**src/rtl/instr_fetch_unit.sv**
```systemverilog
`default_nettype none
// ============================================================================
// Module      : instr_fetch_unit
// Description : MIPS instruction fetch front end. Holds the fetch PC, runs a
//               single-outstanding req/ack transaction with instruction
//               memory, buffers up to two {pc, word} entries for decode and
//               restarts fetch on branch/jump redirects.
// Revision    : 1.0 - initial release
// ============================================================================
module instr_fetch_unit #(
    parameter logic [31:0] RESET_PC = 32'h0000_0000
) (
    input  logic        clk,
    input  logic        rst,
    output logic        imem_req,
    output logic [31:0] imem_addr,
    input  logic        imem_ack,
    input  logic [31:0] imem_rdata,
    input  logic        redirect,
    input  logic [31:0] redirect_pc,
    output logic        instr_valid,
    input  logic        instr_ready,
    output logic [31:0] instr,
    output logic [31:0] instr_pc,
    output logic [5:0]  instr_op
);

    typedef enum logic [0:0] {
        ST_RUN   = 1'b0,
        ST_DRAIN = 1'b1
    } state_t;

    state_t      r_state;
    state_t      w_state_nxt;
    logic [31:0] r_fetch_pc;
    logic [31:0] w_fetch_pc_nxt;
    logic [31:0] r_pend_pc;
    logic [31:0] w_pend_pc_nxt;

    // Two-entry buffer kept as a shift structure: entry 0 is always the head,
    // so the head registers naturally hold their last value once emptied.
    logic [1:0]  r_count;
    logic [31:0] r_pc0;
    logic [31:0] r_word0;
    logic [31:0] r_pc1;
    logic [31:0] r_word1;

    logic        w_req;
    logic        w_push;
    logic        w_pop;
    logic [31:0] w_target;
    logic        w_unused_bits;

    // Redirect targets are forced to word alignment; the low bits are dropped.
    assign w_target      = {redirect_pc[31:2], 2'b00};
    assign w_unused_bits = ^redirect_pc[1:0];

    // Next-state, fetch PC and pending-target logic for the RUN/DRAIN machine.
    always_comb begin
        w_state_nxt    = r_state;
        w_fetch_pc_nxt = r_fetch_pc;
        w_pend_pc_nxt  = r_pend_pc;
        w_req          = 1'b0;
        w_push         = 1'b0;
        case (r_state)
            ST_RUN: begin
                // Only acks fill the buffer, so a raised request always has room.
                w_req = (r_count != 2'd2);
                if (redirect) begin
                    if (w_req && !imem_ack) begin
                        // Request in flight: keep the address stable until its ack.
                        w_state_nxt   = ST_DRAIN;
                        w_pend_pc_nxt = w_target;
                    end else begin
                        w_fetch_pc_nxt = w_target;
                    end
                end else if (w_req && imem_ack) begin
                    w_push         = 1'b1;
                    w_fetch_pc_nxt = r_fetch_pc + 32'd4;
                end
            end
            ST_DRAIN: begin
                w_req = 1'b1;
                if (imem_ack) begin
                    // Drained data is discarded; a coincident redirect wins.
                    w_state_nxt    = ST_RUN;
                    w_fetch_pc_nxt = redirect ? w_target : r_pend_pc;
                end else if (redirect) begin
                    w_pend_pc_nxt = w_target;
                end
            end
            default: begin
                w_state_nxt = ST_RUN;
            end
        endcase
    end

    // A redirect takes priority over any pop in the same cycle.
    assign w_pop = (r_count != 2'd0) && instr_ready && !redirect;

    // FSM state, fetch PC and saved redirect target registers.
    always_ff @(posedge clk or posedge rst) begin
        if (rst) begin
            r_state    <= ST_RUN;
            r_fetch_pc <= RESET_PC;
            r_pend_pc  <= 32'd0;
        end else begin
            r_state    <= w_state_nxt;
            r_fetch_pc <= w_fetch_pc_nxt;
            r_pend_pc  <= w_pend_pc_nxt;
        end
    end

    // Instruction buffer: flush on redirect, otherwise push/pop bookkeeping.
    always_ff @(posedge clk or posedge rst) begin
        if (rst) begin
            r_count <= 2'd0;
            r_pc0   <= 32'd0;
            r_word0 <= 32'd0;
            r_pc1   <= 32'd0;
            r_word1 <= 32'd0;
        end else if (redirect) begin
            r_count <= 2'd0;
        end else begin
            case ({w_push, w_pop})
                2'b10: begin
                    if (r_count == 2'd0) begin
                        r_pc0   <= r_fetch_pc;
                        r_word0 <= imem_rdata;
                    end else begin
                        r_pc1   <= r_fetch_pc;
                        r_word1 <= imem_rdata;
                    end
                    r_count <= r_count + 2'd1;
                end
                2'b01: begin
                    if (r_count == 2'd2) begin
                        r_pc0   <= r_pc1;
                        r_word0 <= r_word1;
                    end
                    r_count <= r_count - 2'd1;
                end
                2'b11: begin
                    // Push needs count < 2 and pop needs count > 0: count is 1.
                    r_pc0   <= r_fetch_pc;
                    r_word0 <= imem_rdata;
                end
                default: begin
                end
            endcase
        end
    end

    // Request drops combinationally with the asynchronous reset.
    assign imem_req    = w_req && !rst;
    assign imem_addr   = r_fetch_pc;
    assign instr_valid = (r_count != 2'd0);
    assign instr       = r_word0;
    assign instr_pc    = r_pc0;
    assign instr_op    = r_word0[31:26];

endmodule
`default_nettype wire
```
**config.mk**
```make
export PLATFORM = sky130hd
export DESIGN_NAME = instr_fetch_unit
export DESIGN_NICKNAME = d
export VERILOG_FILES = /design/src/rtl/instr_fetch_unit.sv
export SDC_FILE = /design/constraint.sdc
export NUM_CORES = 1
export LEC_CHECK = 0
export BUFFER_PORTS_ARGS = -buffer_cell sky130_fd_sc_hd__buf_2
export CAP_MARGIN = 20
export CORE_MARGIN = 1
export CORE_UTILIZATION = 25
export DETAILED_ROUTE_END_ITERATION = 6
export HOLD_SLACK_MARGIN = 0.03
export SLEW_MARGIN = 20
export SYNTH_ARGS = -nofsm -noshare
export SYNTH_HDL_FRONTEND = slang
export SYNTH_SLANG_ARGS = --single-unit
```
**constraint.sdc**
```tcl
create_clock -name clk -period 16.75 [get_ports clk]
set_clock_uncertainty 0.1 [all_clocks]
set_input_delay 0 -clock clk [delete_from_list [all_inputs] [get_ports clk]]
set_output_delay 0 -clock clk [all_outputs]
set_load 0.01 [all_outputs]
```
==> Yosys cells after proc, flatten, opt, wreduce, memory -nomap -nowiden <==
Cells that the tools add are included.
{ "totals": {"word_cells": 69, "register_bits": 195, "inputBits": 69} }
{ "op_classes": {"n_addsub": 3, "muxes": 26, "eq_ne": 13, "n_reduce_logical": 16, "bitwise": 3} }
{ "ops": {"columns": ["op", "count"], "rows": [
  ["2-to-1 mux 32 bit", 12],
  ["case mux 32 bit (3 select lines)", 2],
  ["case mux 32 bit (2 select lines)", 2],
  ["adder 32 x 3 -> 32 bit (second input constant)", 1],
  ["inequality test 2 bit (second input constant)", 7],
  ["AND reduction 3 bit", 3],
  ["== test 2 bit (second input constant)", 3],
  ["2-to-1 mux 1 bit", 6],
  ["inequality test 3 bit (second input constant)", 2],
  ["nonzero test 3 bit", 2],
  ["logical AND 1 bit", 5],
  ["case mux 1 bit (2 select lines)", 2],
  ["case mux 2 bit (2 select lines)", 1],
  ["AND reduction 4 bit", 1],
  ["logical NOT 1 bit", 3],
  ["NOT 1 bit", 3],
  ["adder 2 x 1 -> 2 bit (second input constant)", 1],
  ["== test 2 x 1 -> 1 bit (second input constant)", 1],
  ["logical NOT 2 bit", 1],
  ["2-to-1 mux 2 bit", 1],
  ["nonzero test 2 bit", 1],
  ["subtractor 2 x 1 -> 2 bit (second input constant)", 1]
]} }

==> Logic depth before layout (Yosys ltp) <==
Gate-level depths: netlist of the first run.
{ "logic_depth": {"ltp_word": 8, "depth_mapped": 8} }

==> Worst setup path after synthesis of the first run <==
OpenSTA, ideal clock, no wires.
{ "synth_path": {"path_kind": "register to register", "start": "register r_state", "end": "register r_fetch_pc[28], in the netlist imem_addr[28]", "arrival_time_ns": 1.693, "path_stages_with_launch": 9, "slack_ns": 14.832, "path_cell_list": "dfrtp_1 > buf_2 > nor3b_4 > mux2i_1 > buf_2 > clkbuf_1 > nor2_1 > a21oi_1 > nand3_1"} }
{ "synth_between": {"elab_chain_len": 3, "word_cells_on_any_way": 6, "cone_classes": "3 x eq/ne; 1 x mux; 1 x bitwise; 1 x reduce/logical"} }
{ "synth_lines": {"columns": ["item", "line", "text"], "rows": [
  ["start: declaration", "33", "state_t r_state;"],
  ["start signal: assignment", "108", "r_state <= w_state_nxt;"],
  ["NOT 1 bit", null, null],
  ["inequality test 3 bit (no source line)", null, null],
  ["AND reduction 3 bit (no source line)", null, null],
  ["end signal: assignment", "109", "r_fetch_pc <= w_fetch_pc_nxt;"],
  ["end: declaration", "35", "logic [31:0] r_fetch_pc;"]
]} }
Several ways; a longest one is shown, not always the timed one.
A chain may end at the register's enable or synchronous reset.

==> Worst setup path in the final report of the first run <==
{ "layout_path": {"start": "register r_state", "end": "register r_word0[27], in the netlist instr[27]"} }
{ "layout_between": {"elab_chain_len": 4, "word_cells_on_any_way": 9, "cone_classes": "5 x eq/ne; 2 x mux; 2 x reduce/logical"} }
{ "layout_lines": {"columns": ["item", "line", "text"], "rows": [
  ["2-to-1 mux 1 bit (*)", "65", "case (r_state)"],
  ["== test 2 x 1 -> 1 bit or == test 2 bit (tied branches)", "125", "case ({w_push, w_pop})"],
  ["inequality test 2 bit (no source line) or nonzero test 3 bit (tied branches)", null, null],
  ["AND reduction 4 bit (no source line)", null, null],
  ["end signal: assignment", "129", "r_word0 <= imem_rdata;"],
  ["end signal: assignment", "139", "r_word0 <= r_word1;"],
  ["end signal: assignment", "146", "r_word0 <= imem_rdata;"],
  ["end: declaration", "44", "logic [31:0] r_word0;"]
]} }
Mark *: on every way between the ends. The rest lies on a longest branch, timed or not.

==> impl_metrics.json, run 1 <==
{
  "outcome": "complete, but fails checks",
  "violations": "DRC",
  "antenna_left": 0,
  "drt_iter0_markers": 405,
  "synth_cell_types": 55,
  "ys.flop_type": "dfrtp_1",
  "syn_area_sq_um": 9130,
  "seq_area_frac_synth": 0.535,
  "layout_commonest_cell": "dfrtp_1",
  "synth.avg_cell_area_sq_um": 11.1,
  "drc": 14,
  "grt_pass1_wl_um": 37600,
  "post_drt_wl_per_cell_um": 16.1,
  "dr.pass1.iters": 7,
  "leakage_uw": 0.00491,
  "die_y_um": 193,
  "critPathCaptureType": "register",
  "antenna_found_initial": 0,
  "required_ps": 17010,
  "post_cts_resized": 0,
  "period_share": 0.192,
  "htreeDepth": 4,
  "synth_warnings": 0,
  "path_class": "reg -> reg",
  "grt_max_degree": 128,
  "vias": 6898,
  "core_sq_um": 35700,
  "ir_drop_v": 0.0000721,
  "io-pin-count": 173,
  "finalSetupTns_ps": 0,
  "worstPathArrival_ps": 3490,
  "clk_latency_ps": 440,
  "cts-root-buf": "clkbuf_16",
  "r2r_setup_slack_ps": 13530,
  "synth_nets": 894,
  "cts_tree": "done",
  "dp_hpwl_um": 16300,
  "synth.ff_latch_count": 195,
  "drive_gt1_frac": 0.312,
  "cts_made_buffers": 17,
  "gr-total-overflow": 0,
  "critical_path.max_fanout": 72,
  "grt_pass1_vias": 6730,
  "diodes": 0,
  "clk_transition_reported_paths_ps": 80,
  "nets": 1089,
  "synth-edff-count": 0,
  "gp_congestion": 0.763,
  "min_path_type": "in -> reg",
  "placed_cells": 1396,
  "p_per_area_nw_per_um2": 115,
  "tightest_slew_ps": 1030,
  "viasPerCell": 4.62,
  "routed_wl_um": 24100,
  "fmax_mhz": 310,
  "fin_crit_ps": 3220,
  "rsz0062_at_grt": "no",
  "die_area_sq_um": 37300,
  "setup_violations": 0,
  "mostFrequentLayoutCells": "195 x dfrtp_1, 170 x buf_2, 92 x mux2_2, 92 x nor2_1, 85 x a21oi_1",
  "slew_headroom": 0.311,
  "cts.path.max_buffers": 2,
  "fp.dieW_um": 193,
  "start_util": 0.255,
  "crit_path_start_kind": "register",
  "numClockSinks": 195,
  "instances_no_fill": 1493,
  "grt.total_usage": 0.131,
  "row_count": 69,
  "slew_violations": 0,
  "area_delta_synth_final_pct": 26.1,
  "finalHoldViolations": 0,
  "portBuffers": 170,
  "cap_violations": 0,
  "syn_inst": 824,
  "ys_async_sr_fraction": 1.00
}
## timing repair
item,CTS,global route
setup endpoints to repair,0,0
setup buffers,0,0
hold buffers,65,0
hold endpoints to repair,255,0
## per-layer routing
metal / routed length [um] / vias to the layer above / GRT usage / part of all wire
met2: 10700 / 150 / 0.200 / 0.44
met4: 220 / 0 / 0.0349 / 0.0091
li1: - / 3332 / - / -
met3: 1560 / 12 / 0.0362 / 0.065
met1: 11600 / 3404 / 0.182 / 0.48
met5: 0 / - / 0 / 0
## flip-flops by register name, indices dropped and copies added (netlist names)
signal / count
r_state: 1
instr: 32
r_pend_pc: 32
r_word1: 32
r_count: 2
instr_pc: 32
imem_addr: 32
r_pc1: 32
## layout make-up
| type | instances | area (sq um) |
|---|---|---|
| Fill cell | 3686 | 24200 |
| Sequential cell | 195 | 4880 |
| Multi-Input combinational cell | 553 | 3840 |
| Timing Repair Buffer | 245 | 1590 |
| Tap cell | 461 | 577 |
| Clock buffer | 17 | 425 |
| Clock inverter | 15 | 165 |
| Inverter | 7 | 33.8 |
## through the flow
stage	area [sq um]	total power [uW]	utilization	hold WS (ps)	setup WS, ps
6_report	11500	1320	0.322	65.9	13530
5_1_grt	11500	1410	0.322	84.5	13170
4_1_cts	11500	1340	0.322	41.6	13510
3_5_place_dp	10300	905	0.287	151	13520
3_3_place_gp	10200	894	0.287	149	13510
2_1_floorplan	9130	794	-	-52.5	11340
## worst max-delay path, stage by stage, from the launching register on
cell	delay [ps]
dfrtp_1	760
nor2b_2	370
o21ai_0	230
a21oi_4	180
buf_4	500
buf_4	670
nor2_1	90
a21oi_1	150
## cells in the mapped netlist, types with 2 or more instances
cell | n | share of area
mux2_2 | 92 | 0.11
dfrtp_1 | 195 | 0.53
a21oi_1 | 86 | 0.047
nor2b_1 | 5 | 0.0034
buf_2 | 32 | 0.018
nand3_1 | 11 | 0.0060
o21a_1 | 3 | 0.0025
nor2_2 | 2 | 0.0014
buf_1 | 4 | 0.0016
and3_1 | 4 | 0.0027
mux2i_1 | 66 | 0.072
buf_12 | 6 | 0.013
nor2_1 | 93 | 0.038
clkbuf_2 | 2 | 0.0011
buf_4 | 6 | 0.0049
a32o_1 | 2 | 0.0022
nand2_1 | 45 | 0.019
nand4_1 | 9 | 0.0062
inv_1 | 7 | 0.0029
nor3_1 | 10 | 0.0055
clkbuf_1 | 18 | 0.0074
o21ai_0 | 55 | 0.030
a31oi_1 | 12 | 0.0082
o22ai_1 | 3 | 0.0021
a22o_1 | 3 | 0.0029
a22oi_1 | 9 | 0.0074
o21ai_1 | 4 | 0.0022
o31a_1 | 5 | 0.0048
a41oi_1 | 8 | 0.0077
or2_2 | 2 | 0.0014
## cells by family after synthesis
family / share of synthesized area
AO/OA/AOI/OAI: 0.131
flip-flops: 0.535
AND/OR/NAND/NOR: 0.0972
multiplexers: 0.186
buffers and inverters: 0.0499
adder cells (fa/ha/maj): 0.00137
## where the power goes
part           total [uW]  switching [uW]  leakage (uW)  internal (uW)
Combinational         267             139       0.00226            128
Sequential            635            71.5       0.00237            564
Clock                 420             207      0.000283            213
Total                1320             418       0.00491            904
## final timing paths
check	start	endpoint	cells past startpoint
max	r_state$_DFF_PP0_	instr[27]$_DFFE_PP0P_	7
min in group asynchronous	rst	instr_pc[0]$_DFFE_PP0P_	3
max reg2reg	r_state$_DFF_PP0_	instr[27]$_DFFE_PP0P_	7
min	redirect	r_count[1]$_DFFE_PP0P_	3
min reg2reg	r_pc1[6]$_DFFE_PP0P_	r_pc1[6]$_DFFE_PP0P_	2
max in group asynchronous	rst	r_pc1[12]$_DFFE_PP0P_	4
(Power assumes the default switching activity.)
==> run 2, diff against run 1 <==
- clock period: 16.75 -> 3.4 ns (I/O delays scaled with it)
==> run 2 against run 1 <==
Net effect:
- the run still ends with DRC left
- worst hold slack better by 150 ps
- first-iteration DRC count up 0.74%
- via count up 0.99%
- final cell count up 0.80%
- sequential power rose to 4.9 times the previous value
- flip-flop and latch count unchanged
- critical path type unchanged
==> impl_metrics.json, run 2 (synthesized netlist as in run 1, its figures left out) <==
{
  "numClockSinks": 195,
  "tightest_slew_ps": 767,
  "min_path_type": "in -> reg",
  "drt_iter0_markers": 408,
  "antenna_found_initial": 0,
  "finalPower_uw": 6550,
  "fin_crit_ps": 2380,
  "post_cts_resized": 0,
  "outcome": "complete, but fails checks",
  "clk_latency_ps": 440,
  "dp_hpwl_um": 16600,
  "cts.path.max_buffers": 2,
  "fp.dieW_um": 193,
  "finalSetupTns_ps": 0,
  "grt.total_usage": 0.132,
  "diodes": 0,
  "gr-total-overflow": 0,
  "post-cts-setup-buffers": 0,
  "cts_hold_buf": 67,
  "critPathCaptureType": "register",
  "viasPerCell": 4.63,
  "io-pin-count": 173,
  "p_per_area_nw_per_um2": 562,
  "setup_violations": 0,
  "start_util": 0.255,
  "die_y_um": 193,
  "routed_wl_um": 24100,
  "path_class": "reg -> reg",
  "area_delta_synth_final_pct": 27.6,
  "cts_made_buffers": 17,
  "portBuffers": 170,
  "leakage_uw": 0.00498,
  "cap_violations": 0,
  "core_sq_um": 35700,
  "antenna_left": 0,
  "nets": 1101,
  "row_count": 69,
  "crit_path_start_kind": "register",
  "drive_gt1_frac": 0.315,
  "grt_pass1_vias": 6543,
  "drc": 13,
  "htreeDepth": 4,
  "ir_drop_v": 0.000362,
  "dp_slack_ps": 1030,
  "slew_violations": 0,
  "layout_commonest_cell": "dfrtp_1",
  "die_area_sq_um": 37300,
  "critical_path.max_fanout": 9,
  "rsz0062_at_grt": "no",
  "dr.pass1.iters": 7,
  "grt_max_degree": 89,
  "vias": 6966,
  "finalHoldViolations": 0,
  "mostFrequentLayoutCells": "195 x dfrtp_1, 170 x buf_2, 93 x nor2_1",
  "clk_transition_reported_paths_ps": 80,
  "period_share": 0.701,
  "cts-root-buf": "clkbuf_16",
  "cts_tree": "done",
  "required_ps": 3680,
  "worstPathArrival_ps": 2670,
  "violations": "DRC",
  "slew_headroom": 0.488,
  "fmax_mhz": 419,
  "post_drt_wl_per_cell_um": 16.0,
  "r2r_setup_slack_ps": 1020,
  "grt_pass1_wl_um": 37700,
  "gp_congestion": 0.778,
  "setup_slack_ps": 1020
}
-- run 2: layer usage --
metal,global-route usage,vias up,routed length [um],share of wire
li1,-,3374,-,-
met1,0.183,3395,11800,0.49
met2,0.200,181,10700,0.44
met3,0.0355,16,1340,0.055
met4,0.0385,0,278,0.012
met5,0,-,0,0
-- run 2: path summary, 6_finish.rpt --
check / start / end / depth (start not counted)
max: imem_addr[3]$_DFFE_PP0P_ / imem_addr[28]$_DFFE_PP0P_ / 7
max reg2reg: imem_addr[3]$_DFFE_PP0P_ / imem_addr[28]$_DFFE_PP0P_ / 7
max in group asynchronous: rst / imem_addr[2]$_DFFE_PP0P_ / 5
min in group asynchronous: rst / imem_addr[1]$_DFFE_PP0P_ / 4
min reg2reg: r_pc1[6]$_DFFE_PP0P_ / r_pc1[6]$_DFFE_PP0P_ / 2
min: redirect_pc[16] / r_pend_pc[16]$_DFFE_PP0P_ / 3
-- run 2: where the power goes --
part	leakage [uW]	switching (uW)	internal (uW)
Combinational	0.00233	697	642
Clock	0.000286	976	1110
Sequential	0.00237	349	2780
Total	0.00498	2020	4530
-- run 2: metrics by stage --
step	hold slack, ps	std cells	instance area, sq um	utilization
6_report	218	1505	11600	0.326
5_1_grt	221	1505	11600	0.326
4_1_cts	197	1505	11600	0.326
3_5_place_dp	-105	1406	10400	0.291
3_3_place_gp	-103	1406	10400	0.291
2_1_floorplan	-52.5	824	9130	-
-- run 2: cell type report --
| cell class | instances | area, sq um |
|---|---|---|
| clock buffers | 18 | 429 |
| clock inverters | 14 | 164 |
| fillers | 3649 | 24100 |
| inverters | 7 | 30.0 |
| multi-input cells | 553 | 3830 |
| flip-flops and latches | 195 | 4880 |
| well taps | 461 | 577 |
| repair buffers | 257 | 1730 |
-- run 2: worst max-delay path, cell delays in order, from the launching register on --
cell	delay, ps
dfrtp_1	500
ha_1	280
nand3_1	220
nor2_1	340
buf_4	240
nand4_1	110
or4_1	420
nand3_1	90
==> run 3, diff against run 2 <==
- clock period: 3.4 -> 2 ns (I/O delays scaled with it)
==> run 3 against run 2 <==
Net effect:
- the flow still finishes with violations (DRC)
- critical path depth decreased by 1
- wire length increased by 6.0%
- register-to-register slack worse by 1000 ps
- worst setup slack worse by 1000 ps
- non-clock buffer count increased by 57
- clock power rose by 70%
- clock-buffer cell count increased by 1
- worst hold slack got worse by 36 ps
- global-route usage increased by 0.41 points
- via count rose by 3.8%
- first-iteration DRC count is 5.4% lower
- largest power group unchanged
- highest routed layer unchanged
==> impl_metrics.json, run 3 (synthesized netlist as in run 1, its figures left out) <==
{
  "outcome": "complete, but fails checks",
  "violations": "DRC",
  "grt_pass1_wl_um": 38900,
  "cap_violations": 0,
  "portBuffers": 170,
  "nets": 1158,
  "slowest_stage": "dfrtp_2",
  "die_y_um": 193,
  "dr.pass1.iters": 6,
  "reg2regPathDepth": 6,
  "finalHoldViolations": 0,
  "fill_cells": 3599,
  "critPathCaptureType": "register",
  "mostFrequentLayoutCells": "192 x dfrtp_1, 170 x buf_2, 92 x mux2_2, 92 x nor2_1, 84 x a21oi_1",
  "grt_max_degree": 80,
  "routed_wl_um": 25500,
  "finalSetupTns_ps": 0,
  "viasPerCell": 4.63,
  "fin_crit_ps": 1990,
  "clk_transition_reported_paths_ps": 70,
  "grt_pass1_vias": 7095,
  "post_drt_wl_per_cell_um": 16.4,
  "cts_made_buffers": 17,
  "leakage_uw": 0.00533,
  "setup_violations": 0,
  "r2r-start": "r_count[0]$_DFFE_PP0P_",
  "htreeDepth": 4,
  "r2r_setup_slack_ps": 10,
  "start_util": 0.255,
  "holdWs_ps": 182,
  "dp_hpwl_um": 17800,
  "slew_headroom": 0.672,
  "p_per_area_nw_per_um2": 927,
  "drive_gt1_frac": 0.361,
  "drc": 13,
  "tightest_slew_ps": 488,
  "grt.total_usage": 0.136,
  "row_count": 69,
  "drt_iter0_markers": 386,
  "io-pin-count": 173,
  "area_delta_synth_final_pct": 34.1,
  "instances_no_fill": 1561,
  "antenna_left": 0,
  "rsz0062_at_grt": "yes",
  "fmax_mhz": 503,
  "die_area_sq_um": 37300,
  "cts-root-buf": "clkbuf_16",
  "worstPathArrival_ps": 2220,
  "path_class": "reg -> reg",
  "vias": 7228,
  "crit_path_start_kind": "register",
  "gr-total-overflow": 0,
  "cts.path.max_buffers": 2,
  "fp.dieW_um": 193,
  "critical_path.max_fanout": 20,
  "core_sq_um": 35700,
  "cts_tree": "done",
  "r2r_end": "instr_pc[11]$_DFFE_PP0P_",
  "diodes": 0,
  "layout_commonest_cell": "dfrtp_1",
  "numClockSinks": 195,
  "gp_congestion": 0.805,
  "period_share": 0.993,
  "ir_drop_v": 0.000609,
  "slew_violations": 0,
  "required_ps": 2230,
  "min_path_type": "in -> async",
  "antenna_found_initial": 0,
  "worst_path_largest_cell_delay_ps": 470,
  "clk_latency_ps": 450,
  "fin_util": 0.342,
  "crit_chain": "buf_4 -> a2111oi_4 -> buf_6 -> buf_8 -> mux2i_1 -> a21oi_1",
  "placed_cells": 1460
}
==> run 3: changes by cell type in the layout (fill, tap and decap cells not counted), sizes merged <==
cell	delta
buf	+56
inv	-2
dlygate4sd3	-1
clkbuf	+3
==> run 3: final cells by class <==
cell class | instances | area, sq um | share of cell area
multi-input combinational | 553 | 3870 | 0.316
inverter | 7 | 30.0 | 0.00245
timing repair buffer | 314 | 2280 | 0.187
sequential | 195 | 4880 | 0.399
tap | 461 | 577 | 0.0471
clock inverter | 12 | 144 | 0.0118
clock buffer | 19 | 453 | 0.0370
==> run 3: how the worst max path moves through the flow <==
stage,from,to,slack [ps],depth (start not counted)
2_1_floorplan,rst,imem_addr[0]$_DFFE_PP0P_,-620,1
3_3_place_gp,r_count[0]$_DFFE_PP0P_,instr_pc[13]$_DFFE_PP0P_,20,5
3_5_place_dp,r_count[0]$_DFFE_PP0P_,instr_pc[13]$_DFFE_PP0P_,30,5
4_1_cts,r_count[0]$_DFFE_PP0P_,instr[20]$_DFFE_PP0P_,10,6
5_1_grt,r_count[0]$_DFFE_PP0P_,instr_pc[6]$_DFFE_PP0P_,-50,6
6_report,r_count[0]$_DFFE_PP0P_,instr_pc[11]$_DFFE_PP0P_,10,6
==> run 3: repair_timing <==
item,CTS,global route
endpoints found under the setup margin,0,70
hold buffers,66,0
gates resized for setup,0,17
hold endpoints to repair,325,0
setup buffers,0,3
==> run 3: per-stage QoR <==
stage | power [uW] | worst slack, ps | area (sq um)
5_1_grt | 12100 | -46.6 | 12200
6_report | 11300 | 13.8 | 12200
3_3_place_gp | 7700 | 16.4 | 10900
2_1_floorplan | 6650 | -618 | 9130
3_5_place_dp | 7790 | 34.0 | 10900
4_1_cts | 11500 | 9.51 | 12100
==> run 3: power breakdown <==
part / internal (uW) / switching, uW / total, uW
combinational: 1250 / 1380 / 2630
clock: 1930 / 1610 / 3530
sequential: 4730 / 450 / 5180
total: 7910 / 3430 / 11300
==> run 3: worst max-delay path: cells and delay by family, from the launching register on <==
family,cells,cell delay (ps)
buffers and inverters,3,600
flip-flops,1,470
AO/OA/AOI/OAI,2,430
multiplexers,1,260
==> run 3: routing by layer <==
layer	GRT usage	vias up	part of all wire
met5	0	-	0
met4	0.0472	0	0.015
met3	0.0362	26	0.055
met2	0.214	171	0.46
met1	0.180	3546	0.47
li1	-	3485	-
